**config.mk**
```make
export PLATFORM = sky130hd
export DESIGN_NAME = perm_rotate_sched
export DESIGN_NICKNAME = d
export VERILOG_FILES = /design/src/rtl/perm_rotate_sched.sv
export SDC_FILE = /design/constraint.sdc
export NUM_CORES = 2
export LEC_CHECK = 0
export ABC_AREA = 1
export CAP_MARGIN = 20
export CORE_AREA = 2 2 407 409
export DETAILED_ROUTE_END_ITERATION = 12
export DIE_AREA = 0 0 409 411
export GPL_TIMING_DRIVEN = 0
export PLACE_DENSITY = 0.5
export SLEW_MARGIN = 20
export SYNTH_ARGS = -nofsm -noshare
export SYNTH_HDL_FRONTEND = slang
export SYNTH_SLANG_ARGS = --single-unit
```
**constraint.sdc**
```tcl
create_clock -name clk -period 38.5 [get_ports clk]
set_input_delay 11.55 -clock clk [delete_from_list [all_inputs] [get_ports clk]]
set_output_delay 11.55 -clock clk [all_outputs]
set_load 0.1 [all_outputs]
```
**src/rtl/perm_rotate_sched.sv**
```systemverilog
// 16-lane x 32-bit beat permuter (uniform or reversed rotation); one-cycle registered output latency.
// The output register stalls under out_ready low; in_ready drops only while a held beat cannot drain.
module perm_rotate_sched #(
  parameter int LEN_W = 8
) (
  input  logic             clk,
  input  logic             reset,
  input  logic             cmd_valid,
  output logic             cmd_ready,
  input  logic [3:0]       cmd_shift,
  input  logic [3:0]       cmd_step,
  input  logic             cmd_mode,
  input  logic [LEN_W-1:0] cmd_len,
  input  logic             in_valid,
  output logic             in_ready,
  input  logic [511:0]     in_data,
  output logic             out_valid,
  input  logic             out_ready,
  output logic [511:0]     out_data,
  output logic             busy,
  output logic             done
);

  typedef enum logic {IDLE, RUN} state_t;

  state_t           state_q, state_d;
  logic [3:0]       shift_q, step_q;
  logic             mode_q;
  logic [LEN_W-1:0] len_q, cnt_q;
  logic             out_vld_q, done_q;
  logic [511:0]     out_dat_q, perm;
  logic [3:0]       addr, src;
  logic             cmd_acc, beat_acc, last_beat;

  assign cmd_ready = (state_q == IDLE);
  assign cmd_acc   = cmd_valid && cmd_ready;
  assign in_ready  = (state_q == RUN) && (!out_vld_q || out_ready);
  assign beat_acc  = in_valid && in_ready;
  // Counter compares against len before incrementing, so len = max never needs a wider counter.
  assign last_beat = beat_acc && (cnt_q == len_q);
  assign out_valid = out_vld_q;
  assign out_data  = out_dat_q;
  assign busy      = (state_q == RUN);
  assign done      = done_q;

  always_comb begin
    state_d = state_q;
    case (state_q)
      IDLE:    if (cmd_acc) state_d = RUN;
      RUN:     if (last_beat) state_d = IDLE;
      default: state_d = IDLE;
    endcase
  end

  always_ff @(posedge clk or posedge reset) begin
    if (reset) state_q <= IDLE;
    else       state_q <= state_d;
  end

  // Mode 1 subtracts 2k so the source lane becomes shift - k: reversal plus rotation.
  always_comb begin
    perm = '0;
    addr = '0;
    src  = '0;
    for (int k = 0; k < 16; k++) begin
      addr = mode_q ? (shift_q - 4'(2 * k)) : shift_q;
      src  = 4'(k) + addr;
      perm[32*k +: 32] = in_data[32*src +: 32];
    end
  end

  always_ff @(posedge clk or posedge reset) begin
    if (reset) begin
      shift_q <= '0;
      step_q  <= '0;
      mode_q  <= 1'b0;
      len_q   <= '0;
      cnt_q   <= '0;
    end else if (cmd_acc) begin
      shift_q <= cmd_shift;
      step_q  <= cmd_step;
      mode_q  <= cmd_mode;
      len_q   <= cmd_len;
      cnt_q   <= '0;
    end else if (beat_acc) begin
      shift_q <= shift_q + step_q;
      cnt_q   <= cnt_q + 1'b1;
    end
  end

  always_ff @(posedge clk or posedge reset) begin
    if (reset) begin
      out_vld_q <= 1'b0;
      out_dat_q <= '0;
      done_q    <= 1'b0;
    end else begin
      done_q <= last_beat;
      if (beat_acc) begin
        out_vld_q <= 1'b1;
        out_dat_q <= perm;
      end else if (out_ready) begin
        out_vld_q <= 1'b0;
      end
    end
  end

endmodule

```
# Word level (Yosys, flattened, before mapping)
# Index checks and enable logic that the tools add are counted.
word_totals:
  regBits: 540
  in_bits: 534
  output_inout_bits: 517
  elab_cells: 75
classes:
  n_addsub: 24
  n_eq_ne: 1
  shift: 16
  mux: 16
  n_bitwise: 1
  n_reduce_logical: 8
op_table:
  columns: ["cell", "count"]
  rows:
  - ["variable part select 512 x 10 -> 32 bit", 16]
  - ["2-to-1 mux 4 bit", 9]
  - ["adder 4 bit, first input constant", 8]
  - ["adder 3 x 4 -> 4 bit, first input constant", 4]
  - ["2-to-1 mux 8 bit", 2]
  - ["subtractor 4 bit, second input constant", 4]
  - ["adder 2 x 4 -> 4 bit, first input constant", 2]
  - ["adder 8 x 1 -> 8 bit, second input constant", 1]
  - ["equality test 8 bit", 1]
  - ["subtractor 4 x 3 -> 4 bit, second input constant", 2]
  - ["adder 1 x 4 -> 4 bit, first input constant", 1]
  - ["adder 4 bit", 1]
  - ["logical AND 1 bit", 4]
  - ["2-to-1 mux 1 bit", 4]
  - ["nonzero test 2 bit", 2]
  - ["subtractor 4 x 2 -> 4 bit, second input constant", 1]
  - ["case mux 1 bit (2 select lines)", 1]
  - ["zero test 1 bit", 1]
  - ["logical OR 1 bit", 1]
  - ["NOT 1 bit", 1]

# Depth between registers and ports, before layout
logic_depth:
  depth_word: 7
  ltp_mapped: 19

# Worst setup path after synthesis
# No wires, ideal clock.
synth_timing:
  kind: "input -> output"
  start: "in out_ready"
  end: "out in_ready"
  t_arrival_ns: 13.072
  required_ns: 26.950
  setup_slack_ns: 13.878
  cell_stages: 2
  n_path_buf: 0
  cell_sequence: "inv_1 -> a21oi_1"
synth_via:
  elab_chain_len: 2
synth_lines:
  columns: ["element", "line_no", "rtl"]
  rows:
  - ["start, declared", "18", "input logic out_ready,"]
  - ["logical OR 1 bit", "37", "assign in_ready = (state_q == RUN) && (!out_vld_q || out_ready);"]
  - ["logical AND 1 bit", "37", null]
  - ["end, declared", "15", "output logic in_ready,"]
# Every way passes these cells.

# Worst setup path after layout
# Ends and elaborated chain as after synthesis.

==> metrics.md <==
| Metric | Value |
|---|---|
| Status | complete, no violations |
| Total gr overflow | 0 |
| Clock sink total | between 500 and 600 |
| Most Frequent Cell on Critical Path | clkdlybuf4s50_1 |
| Share of layout cells above drive strength 1 | ~5.7% |
| First-pass GRT wire length | around 540000 um |
| Die area | approximately 170000 um^2 |
| Yosys top cell area share | a little over a third |
| Die height | a little over 400 um |
| Max-cap viol count | 0 |
| Starting DRT DRC Count | between 10k and 15k |
| Clock Root Buffer | clkbuf_16 |
| Core Footprint | between 150000 and 200000 um^2 |
| Tmin final | 25490 ps |
| Worst-Margin Slew | around 1400 ps |
| CTS H-tree depth | 3 |
| Post-CTS setup buffer count | 0 |
| Avg Cell Area, Syn | 5.69 um^2 |
| RSZ-0062 raised after global routing | no |
| Critical Path AT | about 14000 ps |
| WL final | between 400000 and 500000 um |
| CTS Buf Count | 68 |
| Clk pin slew, worst setup/hold paths | approximately 60 ps |
| Row Count | between 100 and 150 |
| Area Overhead vs Synth | 35.7% |
| Fmax | around 0.04 GHz |
| Routability cong. | 1.13 |
| Final hold vios | 0 |
| Vias per inst | 5.64 |
| Synth unique cells | 36 |
| Hold-fix buffers, CTS | 0 |
| Simple-gate share of the synthesized area | 55.4% |
| Post-Synth Adder-Cell Area | less than 1% |
| Post-synth EDFFs | 0 |
| DR pass1 iterations | 8 |
| Slew Limit Fails | 0 |
| CP max FO | 2 |
| I/O pins | between 1k and 1.5k |
| Antenna violations before repair | around 150 |
| Avg WL per Cell | between 30 and 40 um |
| Synth top area cells | nand2_1 (35%), dfrtp_1 (30%), nand3_1 (19%) |
| Cells after Synth | just over 8k |
| I/O Buffers | 1050 |
| Syn nets | about 8.6k |
| Synth Cell Area | between 40000 and 50000 um^2 |
| Vias | roughly 65k |
| Synth Flop Type | dfrtp_1 |
| CP Cell Sequence | clkdlybuf4s50_1, inv_1, a21oi_1, clkdlybuf4s50_1 |
| Largest net degree at the start of global routing | a little under 100 |
| CP Launch Type | primary input |
| Largest family of logic cells by synthesized area | simple AND/OR/NAND/NOR gates |
| Max-slew headroom | about 4.2% |
| Async set-reset flop share out of synthesis | between 90% and 100% |
| Critical path capture point type | output port |
| Final setup viols | 0 |
| Fraction of synthesized cell area in xor and xnor cells | less than 1% |
| Min-Delay Path Class | reg2reg |
| Tcrit/Tclk final | between 60% and 70% |
| Final Skew | between 30 and 40 ps |
| Register area share after synthesis | between 20 and 30% |
| Synth area leader | nand2_1 |
| Residual DRC count | 0 |
| GRT Overall Usage | between 40% and 50% |
| Slowest CP cell | clkdlybuf4s50_1 |
| Critical Path RT | 26950 ps |
| Routed Antenna Nets | 0 |
| Die Wd | between 400 and 500 um |
| Initial core utilization | around 28% |
| Compound-Gate Fraction of Synth Area | approximately 5.5% |
| Delay of the slowest critical-path stage | between 1000 and 1500 ps |
| Clock Latency Late Sink | about 750 ps |
| Resize count post-CTS | 0 |
| Vias in the first global route | 59.2k |
| Crit path kind | in2out |
| Net count, final | a little under 10k |
| Clock Path Buffers | 3 |
| Sum Neg Setup Slack | 0 ps |
| CTS tree | done |
| Seq cells post-synth | between 500 and 600 |
| Yosys warning count | 0 |
| Mux contribution to synthesized area | 0% |
| HPWL after DPL | 357000 um |
-- logic make-up (layout without fill, tap and decap cells) --
logic type,after synthesis,after routing
xor gates and xnor gates,14,14
buffers and inverters,907,2098
AOI/OAI and AO/OA,435,435
and+or+nand+nor,6138,6138
other,0,88
DFF,540,540
adders and majority gates,10,10
-- worst paths after layout --
| kind | slack [ps] | start | cells past startpoint | endpoint |
|---|---|---|---|---|
| min in group asynchronous | 11160 | reset | 2 | out_data[480]$_DFFE_PP0P_ |
| max in group asynchronous | 25530 | reset | 5 | shift_q[1]$_DFFE_PP0P_ |
| max | 13010 | out_ready | 4 | in_ready |
| max reg2reg | 33020 | shift_q[2]$_DFFE_PP0P_ | 14 | out_data[95]$_DFFE_PP0P_ |
| min | 480 | out_data[184]$_DFFE_PP0P_ | 2 | out_data[184]$_DFFE_PP0P_ |
| min reg2reg | 480 | out_data[184]$_DFFE_PP0P_ | 2 | out_data[184]$_DFFE_PP0P_ |
-- final cells by class --
class / instances / area [um^2]
Inverter: 322 / 1220
Sequential cell: 540 / 13500
Buffer: 585 / 2880
Timing Repair Buffer: 1072 / 11000
Clock inverter: 28 / 398
Multi-Input combinational cell: 6597 / 28200
Antenna cell: 88 / 220
Tap cell: 2189 / 2740
Fill cell: 18007 / 102000
Clock buffer: 91 / 1920
-- cells in the final DEF (no fill, tap or decap), types with 3 or more instances in the layout --
master	netlist	final
o21ai_0	108	95
clkinvlp_4	0	3
xnor2_1	7	7
inv_2	11	11
nand3_2	4	4
clkbuf_16	0	68
buf_6	16	16
clkbuf_1	210	194
ha_1	9	9
nand2_1	4327	4327
clkbuf_8	0	13
buf_12	0	4
dfrtp_1	540	540
o211ai_1	130	130
o21ai_1	186	199
clkdlybuf4s50_1	0	1040
buf_2	252	262
a21oi_1	4	4
inv_6	0	5
clkinv_2	0	8
xor2_1	4	4
buf_1	51	51
buf_4	55	55
nor2_1	15	15
nand3_1	1770	1770
clkbuf_2	0	25
diode_2	0	88
nand2_2	13	13
buf_16	0	17
nand2_4	3	3
inv_1	309	308
bufinv_16	0	6
-- flip-flops by register name (all words and copies together) (netlist names) --
signal and count:
busy 1, out_data 512, len_q 8, mode_q 1, out_valid 1, done 1, step_q 4, shift_q 4
cnt_q 8
-- per-stage QoR --
step | hold slack [ps] | utilization [%] | cell area, um^2 | cells | setup slack, ps
6_report | 478 | 37.9 | 62100 | 11512 | 13010
4_1_cts | 481 | 37.8 | 61900 | 11424 | 13060
5_1_grt | 494 | 37.8 | 62000 | 11466 | 13030
3_3_place_gp | 464 | 36.0 | 59000 | 11283 | 4020
2_1_floorplan | 453 | - | 45800 | 8044 | 11860
3_5_place_dp | 465 | 36.4 | 59600 | 11305 | 13070
-- routing by layer --
metal | up-vias | part of all wire (%) | global-route usage, %
met5 | - | 0.24 | 0
met4 | 90 | 7.5 | 31.0
met3 | 940 | 14 | 20.6
met2 | 4560 | 40 | 66.0
met1 | 31080 | 39 | 58.8
li1 | 28208 | - | -
-- synthesized netlist by cell type (2+ instances only) --
cell type	count
buf_1	51
o21ai_1	186
o211ai_1	130
dfrtp_1	540
nand2_4	3
xor2_1	4
inv_2	11
inv_1	309
nor3_1	2
nand2_1	4327
o21ai_0	108
nand2_2	13
nor2_1	15
xor2_4	2
clkbuf_1	210
a21oi_1	4
nand3b_1	2
inv_4	2
buf_4	55
buf_2	252
xnor2_1	7
nand3_2	4
ha_1	9
nand3_1	1770
a211oi_1	2
buf_6	16
-- worst max-delay path, delay by kind of cell --
family	cells	cell delay, ps
buf+inv	3	1780
compound gates	1	600
Power is not shown: default switching activity piles up to over one toggle a cycle in this logic, so the estimate is an artifact.
